$ cat src/rtl/complex_nr_mult_pipe_if.sv
// complex_nr_mult_pipe_if: operand/result valid-ready bundle for the complex multiplier
interface complex_nr_mult_pipe_if #(
    parameter int DATA_WIDTH     = 8,
    parameter int RES_FIFO_DEPTH = 4
);
    logic                              op_val;
    logic                              op_conj;
    logic [4*DATA_WIDTH-1:0]           op_data;
    logic                              op_ready;
    logic                              res_val;
    logic                              res_ready;
    logic [4*DATA_WIDTH-1:0]           res_data;
    logic                              res_ovf;
    logic [$clog2(RES_FIFO_DEPTH):0]   fifo_level;
    modport master (
        output op_val, op_conj, op_data, res_ready,
        input  op_ready, res_val, res_data, res_ovf, fifo_level
    );
    modport slave (
        input  op_val, op_conj, op_data, res_ready,
        output op_ready, res_val, res_data, res_ovf, fifo_level
    );
endinterface

$ cat src/rtl/complex_nr_mult_pipe.sv
// complex_nr_mult_pipe: A*B or A*conj(B) with NUM_MULT shared multipliers and a FWFT result FIFO
module complex_nr_mult_pipe #(
    parameter int DATA_WIDTH     = 8,
    parameter int NUM_MULT       = 2,
    parameter int RES_FIFO_DEPTH = 4
) (
    input logic                   clk,
    input logic                   rst,
    input logic                   sw_rst,
    complex_nr_mult_pipe_if.slave bus
);
    localparam int DW = DATA_WIDTH;
    localparam int PW = 2 * DW;
    localparam int P  = 4 / NUM_MULT;
    localparam int AW = $clog2(RES_FIFO_DEPTH);
    localparam int LW = AW + 1;

    if (NUM_MULT != 1 && NUM_MULT != 2 && NUM_MULT != 4) begin : g_bad_mult
        $error("NUM_MULT must be 1, 2 or 4");
    end
    if (RES_FIFO_DEPTH < 2 || (RES_FIFO_DEPTH & (RES_FIFO_DEPTH - 1)) != 0) begin : g_bad_depth
        $error("RES_FIFO_DEPTH must be a power of 2, at least 2");
    end

    typedef enum logic [1:0] {IDLE, MULT, SUM} state_t;

    state_t                state;
    logic signed [DW-1:0]  a_re, a_im, b_re, b_im;
    logic                  conj;
    logic [1:0]            cnt;
    logic signed [PW-1:0]  prod [4];
    logic signed [PW:0]    px [4];
    logic signed [PW-1:0]  mul [NUM_MULT];
    logic [1:0]            idx [NUM_MULT];
    logic signed [PW:0]    re_f, im_f;
    logic                  ovf;
    logic                  live;
    logic                  pend;
    logic [4*DW:0]         pend_d;
    logic [4*DW:0]         mem [RES_FIFO_DEPTH];
    logic [AW-1:0]         wr_ptr, rd_ptr;
    logic [LW-1:0]         level;
    logic                  accept, pop;

    // Physical multiplier g handles product slot cnt*NUM_MULT+g: 0 ar*br, 1 ai*bi, 2 ar*bi, 3 ai*br
    for (genvar g = 0; g < NUM_MULT; g++) begin : g_mul
        logic [1:0] k;
        assign k      = 2'(int'(cnt) * NUM_MULT + g);
        assign idx[g] = k;
        assign mul[g] = PW'(k[0] ? a_im : a_re) * PW'((k[1] ^ k[0]) ? b_im : b_re);
    end

    for (genvar g = 0; g < 4; g++) begin : g_ext
        assign px[g] = (PW + 1)'(prod[g]);
    end

    assign re_f = conj ? px[0] + px[1] : px[0] - px[1];
    assign im_f = conj ? px[3] - px[2] : px[2] + px[3];
    assign ovf  = (re_f[PW] ^ re_f[PW-1]) | (im_f[PW] ^ im_f[PW-1]);

    // A result still in the push register counts as occupied so an accepted op always finds a slot
    assign bus.op_ready   = live && state == IDLE && (level + LW'(pend)) < LW'(RES_FIFO_DEPTH);
    assign accept         = bus.op_val & bus.op_ready;
    assign bus.res_val    = level != '0;
    assign pop            = bus.res_val & bus.res_ready;
    assign bus.res_data   = bus.res_val ? mem[rd_ptr][4*DW:1] : '0;
    assign bus.res_ovf    = bus.res_val & mem[rd_ptr][0];
    assign bus.fifo_level = level;

    // Sequencer: capture operands, walk product slots for P cycles, then sum into the push register
    always_ff @(posedge clk or posedge rst) begin
        if (rst) begin
            state <= IDLE;
            cnt   <= '0;
            conj  <= 1'b0;
            {a_re, a_im, b_re, b_im} <= '0;
            prod  <= '{default: '0};
            pend  <= 1'b0;
            live  <= 1'b0;
        end else if (sw_rst) begin
            state <= IDLE;
            cnt   <= '0;
            conj  <= 1'b0;
            {a_re, a_im, b_re, b_im} <= '0;
            prod  <= '{default: '0};
            pend  <= 1'b0;
            live  <= 1'b1;
        end else begin
            live <= 1'b1;
            pend <= state == SUM;
            if (state == IDLE && accept) begin
                {a_re, a_im, b_re, b_im} <= bus.op_data;
                conj  <= bus.op_conj;
                cnt   <= '0;
                state <= MULT;
            end else if (state == MULT) begin
                for (int j = 0; j < NUM_MULT; j++) prod[idx[j]] <= mul[j];
                cnt <= cnt + 2'd1;
                if (cnt == 2'(P - 1)) state <= SUM;
            end else if (state == SUM) begin
                state <= IDLE;
            end
        end
    end

    // Push register payload: wrapped real/imag fields plus overflow flag
    always_ff @(posedge clk) begin
        if (state == SUM) pend_d <= {re_f[PW-1:0], im_f[PW-1:0], ovf};
    end

    // FIFO pointers and occupancy; a push and a pop in one cycle cancel in the level
    always_ff @(posedge clk or posedge rst) begin
        if (rst) begin
            wr_ptr <= '0;
            rd_ptr <= '0;
            level  <= '0;
        end else if (sw_rst) begin
            wr_ptr <= '0;
            rd_ptr <= '0;
            level  <= '0;
        end else begin
            wr_ptr <= wr_ptr + AW'(pend);
            rd_ptr <= rd_ptr + AW'(pop);
            level  <= level + LW'(pend) - LW'(pop);
        end
    end

    // FIFO storage; contents are only observable through the valid head
    always_ff @(posedge clk) begin
        if (pend && !sw_rst) mem[wr_ptr] <= pend_d;
    end
endmodule

$ cat src/flat_wrapper.sv
// flat-port wrapper written by rule: the top's interface ports become plain ports
module complex_nr_mult_pipe_flat 
#(
    parameter int DATA_WIDTH     = 8,
    parameter int NUM_MULT       = 2,
    parameter int RES_FIFO_DEPTH = 4
)
  (clk, rst, sw_rst, bus_op_val, bus_op_conj, bus_op_data, bus_res_ready, bus_op_ready, bus_res_val, bus_res_data, bus_res_ovf, bus_fifo_level);
  complex_nr_mult_pipe_if #(.DATA_WIDTH(DATA_WIDTH), .RES_FIFO_DEPTH(RES_FIFO_DEPTH)) bus_i ();
  input logic clk;
  input logic rst;
  input logic sw_rst;
  input wire logic [$bits(bus_i.op_val)-1:0] bus_op_val;
  input wire logic [$bits(bus_i.op_conj)-1:0] bus_op_conj;
  input wire logic [$bits(bus_i.op_data)-1:0] bus_op_data;
  input wire logic [$bits(bus_i.res_ready)-1:0] bus_res_ready;
  output wire logic [$bits(bus_i.op_ready)-1:0] bus_op_ready;
  output wire logic [$bits(bus_i.res_val)-1:0] bus_res_val;
  output wire logic [$bits(bus_i.res_data)-1:0] bus_res_data;
  output wire logic [$bits(bus_i.res_ovf)-1:0] bus_res_ovf;
  output wire logic [$bits(bus_i.fifo_level)-1:0] bus_fifo_level;
  assign bus_i.op_val = bus_op_val;
  assign bus_i.op_conj = bus_op_conj;
  assign bus_i.op_data = bus_op_data;
  assign bus_i.res_ready = bus_res_ready;
  assign bus_op_ready = bus_i.op_ready;
  assign bus_res_val = bus_i.res_val;
  assign bus_res_data = bus_i.res_data;
  assign bus_res_ovf = bus_i.res_ovf;
  assign bus_fifo_level = bus_i.fifo_level;
  complex_nr_mult_pipe #(.DATA_WIDTH(DATA_WIDTH), .NUM_MULT(NUM_MULT), .RES_FIFO_DEPTH(RES_FIFO_DEPTH)) u_core (.clk(clk), .rst(rst), .sw_rst(sw_rst), .bus(bus_i));
endmodule
$ cat config.mk
export PLATFORM = sky130hd
export DESIGN_NAME = complex_nr_mult_pipe_flat
export DESIGN_NICKNAME = d
export VERILOG_FILES = /design/src/rtl/complex_nr_mult_pipe_if.sv /design/src/rtl/complex_nr_mult_pipe.sv /design/src/flat_wrapper.sv
export SDC_FILE = /design/constraint.sdc
export NUM_CORES = 1
export LEC_CHECK = 0
export CORE_MARGIN = 8
export CORE_UTILIZATION = 35
export CTS_CLUSTER_DIAMETER = 120
export CTS_CLUSTER_SIZE = 30
export DETAILED_ROUTE_END_ITERATION = 10
export GPL_TIMING_DRIVEN = 1
export PLACE_DENSITY = 0.49
export SYNTH_ARGS = -nofsm -noshare
export SYNTH_HDL_FRONTEND = slang
export SYNTH_SLANG_ARGS = --single-unit
$ cat constraint.sdc
create_clock -name clk -period 9.8 [get_ports clk]
set_clock_uncertainty 0.2 [all_clocks]
set_input_delay 1.96 -clock clk [delete_from_list [all_inputs] [get_ports clk]]
set_output_delay 1.96 -clock clk [all_outputs]
set_load 0.02 [all_outputs]
**After elaboration in Yosys (flattened, before gate mapping)**

Memories as Yosys holds them, arrays and structs flattened.
Index checks and enable logic that the tools add are counted.

- Register bits: 143
- Latch bits: 0
- Bits in writable memories: 132
- ROM bits: 0
- Output and inout bits: 38
- Word-level logic and storage cells: 103
- Memories kept: 1

Memories:

| memory | words | bits a word | read ports | clocked after Yosys merged registers in | wr ports | RTL line | RTL |
|---|---|---|---|---|---|---|---|
| u_core.mem | 4 | 33 | 1 | 0 | 1 | complex_nr_mult_pipe.sv:40 | `logic [4*DW:0] mem [RES_FIFO_DEPTH];` |

- Add/sub/neg operators: 10
- $mul: 2
- Div/mod/pow operators: 0
- $lt $le $gt $ge: 5
- Eq/ne operators: 5
- Shifts and indexed selects: 0
- Mux-type cells: 39
- Bitwise operators: 9
- Reduce and logical (&&, ||, !) cells: 15

Operators with widths:

| cell | number |
|---|---|
| $mux 64 | 3 |
| $bwmux 64 | 2 |
| $mux 16 | 5 |
| $demux 16 s2 | 2 |
| $mux 8 | 8 |
| $add 16x16->17 | 2 |
| $mux 17 | 2 |
| $sub 16x16->17 | 2 |
| $mux 32 | 1 |
| $mux 2 | 10 |
| $mul 16x16->16 | 1 |
| $mul 8x16->16 | 1 |
| $ge 3x3->1 const B | 2 |
| $logic_and 1x1->1 | 6 |
| $lt 3x1->1 const B | 2 |
| $not 2->3 | 2 |
| $reduce_bool 3->1 | 2 |
| $mux 1 | 5 |
| $add 2x1->2 | 2 |
| $add 2x1->2 const B | 2 |
| $eq 2x1->1 const B | 2 |
| $ne 4x3->1 const B | 1 |
| $reduce_and 2->1 | 2 |
| $reduce_bool 2->1 | 2 |
| 12 further kinds | 16 |

**Longest topological paths before layout**

- Word-level depth: 10
- Depth in mapped cells: 23
- Mapped depth without buffers: 21

**Worst setup path after synthesis**

No wires, ideal clock.

- Path type: register to register
- Start point: register u_core.cnt[0]
- End point: register u_core.prod[14] (netlist bit)
- Setup time: 121 ps
- Arrival: 6,320 ps
- Required time: 9,479 ps
- Slack: 3,159 ps
- Cell stages (with the launch flop): 23
- Path buffers: 2
- Path through: dfrtp_1 clkbuf_1 clkbuf_1 mux2i_1 nor2b_1 fa_1 inv_1 fa_1 inv_1 fa_1 inv_1 fa_1 inv_1 fa_1 inv_1 fa_1 inv_1 ha_1 a21o_1 a41oi_1 o21ai_1 xor2_1 a22o_1

- Cells in the longest elaborated chain, start to end: 10

Ends and longest elaborated chain:

| item | RTL line | RTL |
|---|---|---|
| start, declared | complex_nr_mult_pipe.sv:30 | `logic [1:0] cnt;` |
| start signal, assigned | complex_nr_mult_pipe.sv:98 | `cnt <= cnt + 2'd1;` |
| branches (longest 6 deep; another with $mul 16x16->16) | n/a |  |
| $bwmux 64 * | complex_nr_mult_pipe.sv:97 | `for (int j = 0; j < NUM_MULT; j++) prod[idx[j]] <= mul[j];` |
| $mux 64 * | complex_nr_mult_pipe.sv:96 | `end else if (state == MULT) begin` |
| $mux 64 * | complex_nr_mult_pipe.sv:91 | `if (state == IDLE && accept) begin` |
| $mux 64 * | complex_nr_mult_pipe.sv:80 | `end else if (sw_rst) begin` |
| end signal, assigned | complex_nr_mult_pipe.sv:77 | `prod <= '{default: '0};` |
| end signal, assigned | complex_nr_mult_pipe.sv:85 | `prod <= '{default: '0};` |
| end, declared | complex_nr_mult_pipe.sv:31 | `logic signed [PW-1:0] prod [4];` |

Mark *: on every way between the ends. The select of a mux whose other input is x is not followed.
A chain may end at the register's enable or synchronous reset.

**Worst setup path in the final report**

Ends and elaborated chain as after synthesis.

==> qor.csv <==
metric;value;unit
Synth Net Count;1881;
Reg clk slew, reported paths;0.12;ns
Area growth, synth to finish;11.0;%
Mapped Area;0.0184;sq mm
min cycle time layout;6.85;ns
sw power;805;uW
port buffer count;75;
outcome;complete, no violations;
Cell variety after synth;74;
final worst-path cycle share;69.9;%
EDFF count, synth;165;
insertion delay to the later sink of the worst-skew pair;0.53;ns
CP Max Fanout;22;
Final Max Slew Viols;0;
vias;11200;
Root Buffer;clkbuf_16;
gr busiest metal;met2;
CTS tree;yes;
clock power share;26.0;%
DR WL/cell;16.7;um
Post-Syn Area per Cell;11.6;sq um
residual DRC count;0;
Setup Buffers After CTS;0;
Startpoint Class;flip-flop;
top cell type's share of synthesized area;26.9;%
total CTS buffers;14;
Post-Synth XOR/XNOR Area;5.27;%
Antenna Nets Post-Route;0;
first-pass GRT wire length;63500;um
vias in the first global route;11500;
Internal Power;1850;uW
Hold WC Path Type;reg -> reg;
CP Capture Type;flip-flop;
Bufs on Longest Clock Path;3;
RSZ-0062 raised after global routing;false;
initial core utilization;35.2;%
mux contribution to synthesized area;5.16;%
M2 GR Usage;21.2;%
setup violators final;0;
#FFs+latches synth;275;
leakage dissipation;0.00877;uW
Fin. Hold Viols;0;
worst-margin pin slew;1.12;ns
largest net degree at the start of global routing;62;
crit path max-delay cell type;dfrtp_1;
htree depth;1;
Via-to-Cell Ratio;4.76;
Simple-Gate Fraction of Synth Area;11.1;%
slew margin rel.;25.0;%
IO Pins;76;
ratio of cells with drive above 1 in the final layout;6.10;%
Comb power frac;25.7;%
GR Overflow Total;0;
Yosys warning count;0;
Row Count;84;
minimum hold slack;0.298;ns
Placed Cells;2320;
CP max stage delay;0.99;ns
# resized after CTS;0;
Global Route met3 Usage;1.67;%
CP Buf/Inv Count;6;
GP Congestion;0.807;
MaxCap Viol Count;0;
DRT Wirelength;39200;um
Crit path max-delay family;adder cells;
DIE WIDTH;246;um
cells along the critical path;mux2i_1 > nor2b_1 > fa_1 > inv_1 > fa_1 > inv_1 > fa_1 > inv_1 > fa_1 > inv_1 > fa_1 > inv_1 > fa_1 > inv_1 > ha_1 > a21o_1 > a41oi_1 > o21ai_1 > xor2_1 > a22o_1;
Post-Syn Instances;1589;
CORE AREA;0.0523;sq mm
Overall Global Routing Usage;12.9;%
ys async rst share;40.0;%
initial DRC count;516;
largest area contributor in the netlist;edfxtp_1;
hold_buf cts;0;
routing usage on met1;17.9;%
CTS sink count;275;
fmax;146;MHz
die area;0.0603;sq mm
main combinational cell family by area after synthesis;adder cells;
power per cell area;130;mW/mm^2
Pre-Repair DR Iteration Count;5;
hpwl dp;30300;um
setup TNS;0;ns
most common flop cell mapped by yosys;edfxtp_1;
final cell count without fillers;2344;
WP data required;10.03;ns
top cells by area, synth;edfxtp_1 (27%), dfrtp_1 (15%), fa_1 (14%);
Die Ht;246;um
switching part of the total;30.3;%
antenna violations before repair;0;
Nets;1940;
register area share after synthesis;41.8;%
Crit Path Category;reg -> reg;
Synth Area in Adders;22.4;%
Peak VDD IR;143;uV
power share of the sequential group;48.3;%
complex-gate fraction of the synthesized area;8.63;%
Data arrival, critical path;7.08;ns
[area by class of cell]
type                            instances  area, sq um
Antenna cell                            1         2.50
Clock buffer                           20          394
Clock inverter                          3         65.1
Fill cell                            5079        31900
Inverter                              226          852
Multi-Input combinational cell       1044         9750
Sequential cell                       275         7710
Tap cell                              688          861
Timing Repair Buffer                   87          836
[registers in the layout, indices dropped and copies added (netlist names), 3 cells and up]
name and cells:
u_core.a_re 8, u_core.bus.fifo_level 3, u_core.mem 132, u_core.prod 64, u_core.a_im 8, u_core.pend_d 33, u_core.b_re 8, u_core.b_im 8
[final timing paths]
path	slack [ns]	endpoint	startpoint	cells past startpoint
max in group asynchronous	6.47	u_core.rd_ptr[0]	rst	3
worst max-delay path	2.95	u_core.prod[14]	u_core.cnt[0]	20
worst min register to register	0.30	u_core.prod[0]	u_core.prod[0]	2
worst max register to register	2.95	u_core.prod[14]	u_core.cnt[0]	20
worst min-delay path	0.30	u_core.prod[0]	u_core.prod[0]	2
min in group asynchronous	1.71	u_core.a_im[3]	rst	2
[per-layer routing]
layer | vias up | part of all wire, %
met5 | - | 0
met4 | 0 | 2.5
met3 | 41 | 3.3
met2 | 160 | 46
met1 | 5507 | 48
li1 | 5457 | -
[layout by cell type, fill, tap and decap left out, types with 15 or more instances in the layout]
cell type	synthesis	routed
nand2_1	129	129
ha_1	126	126
nand2b_1	21	21
a21oi_1	80	79
mux4_2	33	33
nor3_1	21	20
a22o_1	53	53
xor2_1	32	32
and2_1	28	28
inv_1	225	224
edfxtp_1	165	165
nor2_1	56	54
nor2b_1	109	107
xnor2_1	70	70
clkbuf_16	0	15
fa_1	128	128
dfrtp_1	110	109
clkdlybuf4s50_1	0	74
[stage by stage]
stage               power, uW  utilization, %  setup slack (ns)  instance area (sq um)
floorplan                1760               -              3.16                  18400
detailed placement       2010            38.2              2.91                  20000
global placement         2010            38.2              2.98                  20000
global route             2810            39.1              2.56                  20500
CTS                      2710            39.1              2.90                  20500
finish                   2660            39.1              2.95                  20500
[kinds of logic (layout without fill, tap and decap cells)]
kind of cell,after synthesis,count (layout)
AOI/OAI and AO/OA,229,229
xor gates and xnor gates,106,106
adders and majority gates,254,254
buffers and inverters,270,336
DFF,275,275
muxes,53,53
other,1,2
and+or+nand+nor,401,401
[power by group through the flow]
stage	sequential (uW)	clock, uW	combinational [uW]
CTS	1290	721	705
global placement	1310	0	699
floorplan	1290	0	465
global route	1290	758	759
finish	1290	691	682
detailed placement	1310	0	702
[worst min-delay path, stage by stage, from the launching register on]
cell,delay (ns)
dfrtp_1,0.36
nand2_1,0.05
o21ai_0,0.06
[synthesized netlist by cell type (6+ instances only)]
master	n
inv_1	225
a21oi_1	80
and2_1	28
nand3_1	8
o21ai_0	14
xor2_1	32
mux2i_1	13
o21ai_1	13
clkbuf_1	40
fa_1	128
nor2_1	56
dfrtp_1	110
a21o_1	13
nor2b_1	109
mux4_2	33
xnor2_1	70
o21a_1	6
a22o_1	53
nor3_1	21
o21bai_1	7
ha_1	126
nand2_1	129
mux2_2	6
nand2b_1	21
edfxtp_1	165
Note: power is estimated with default switching activity, not from simulation.
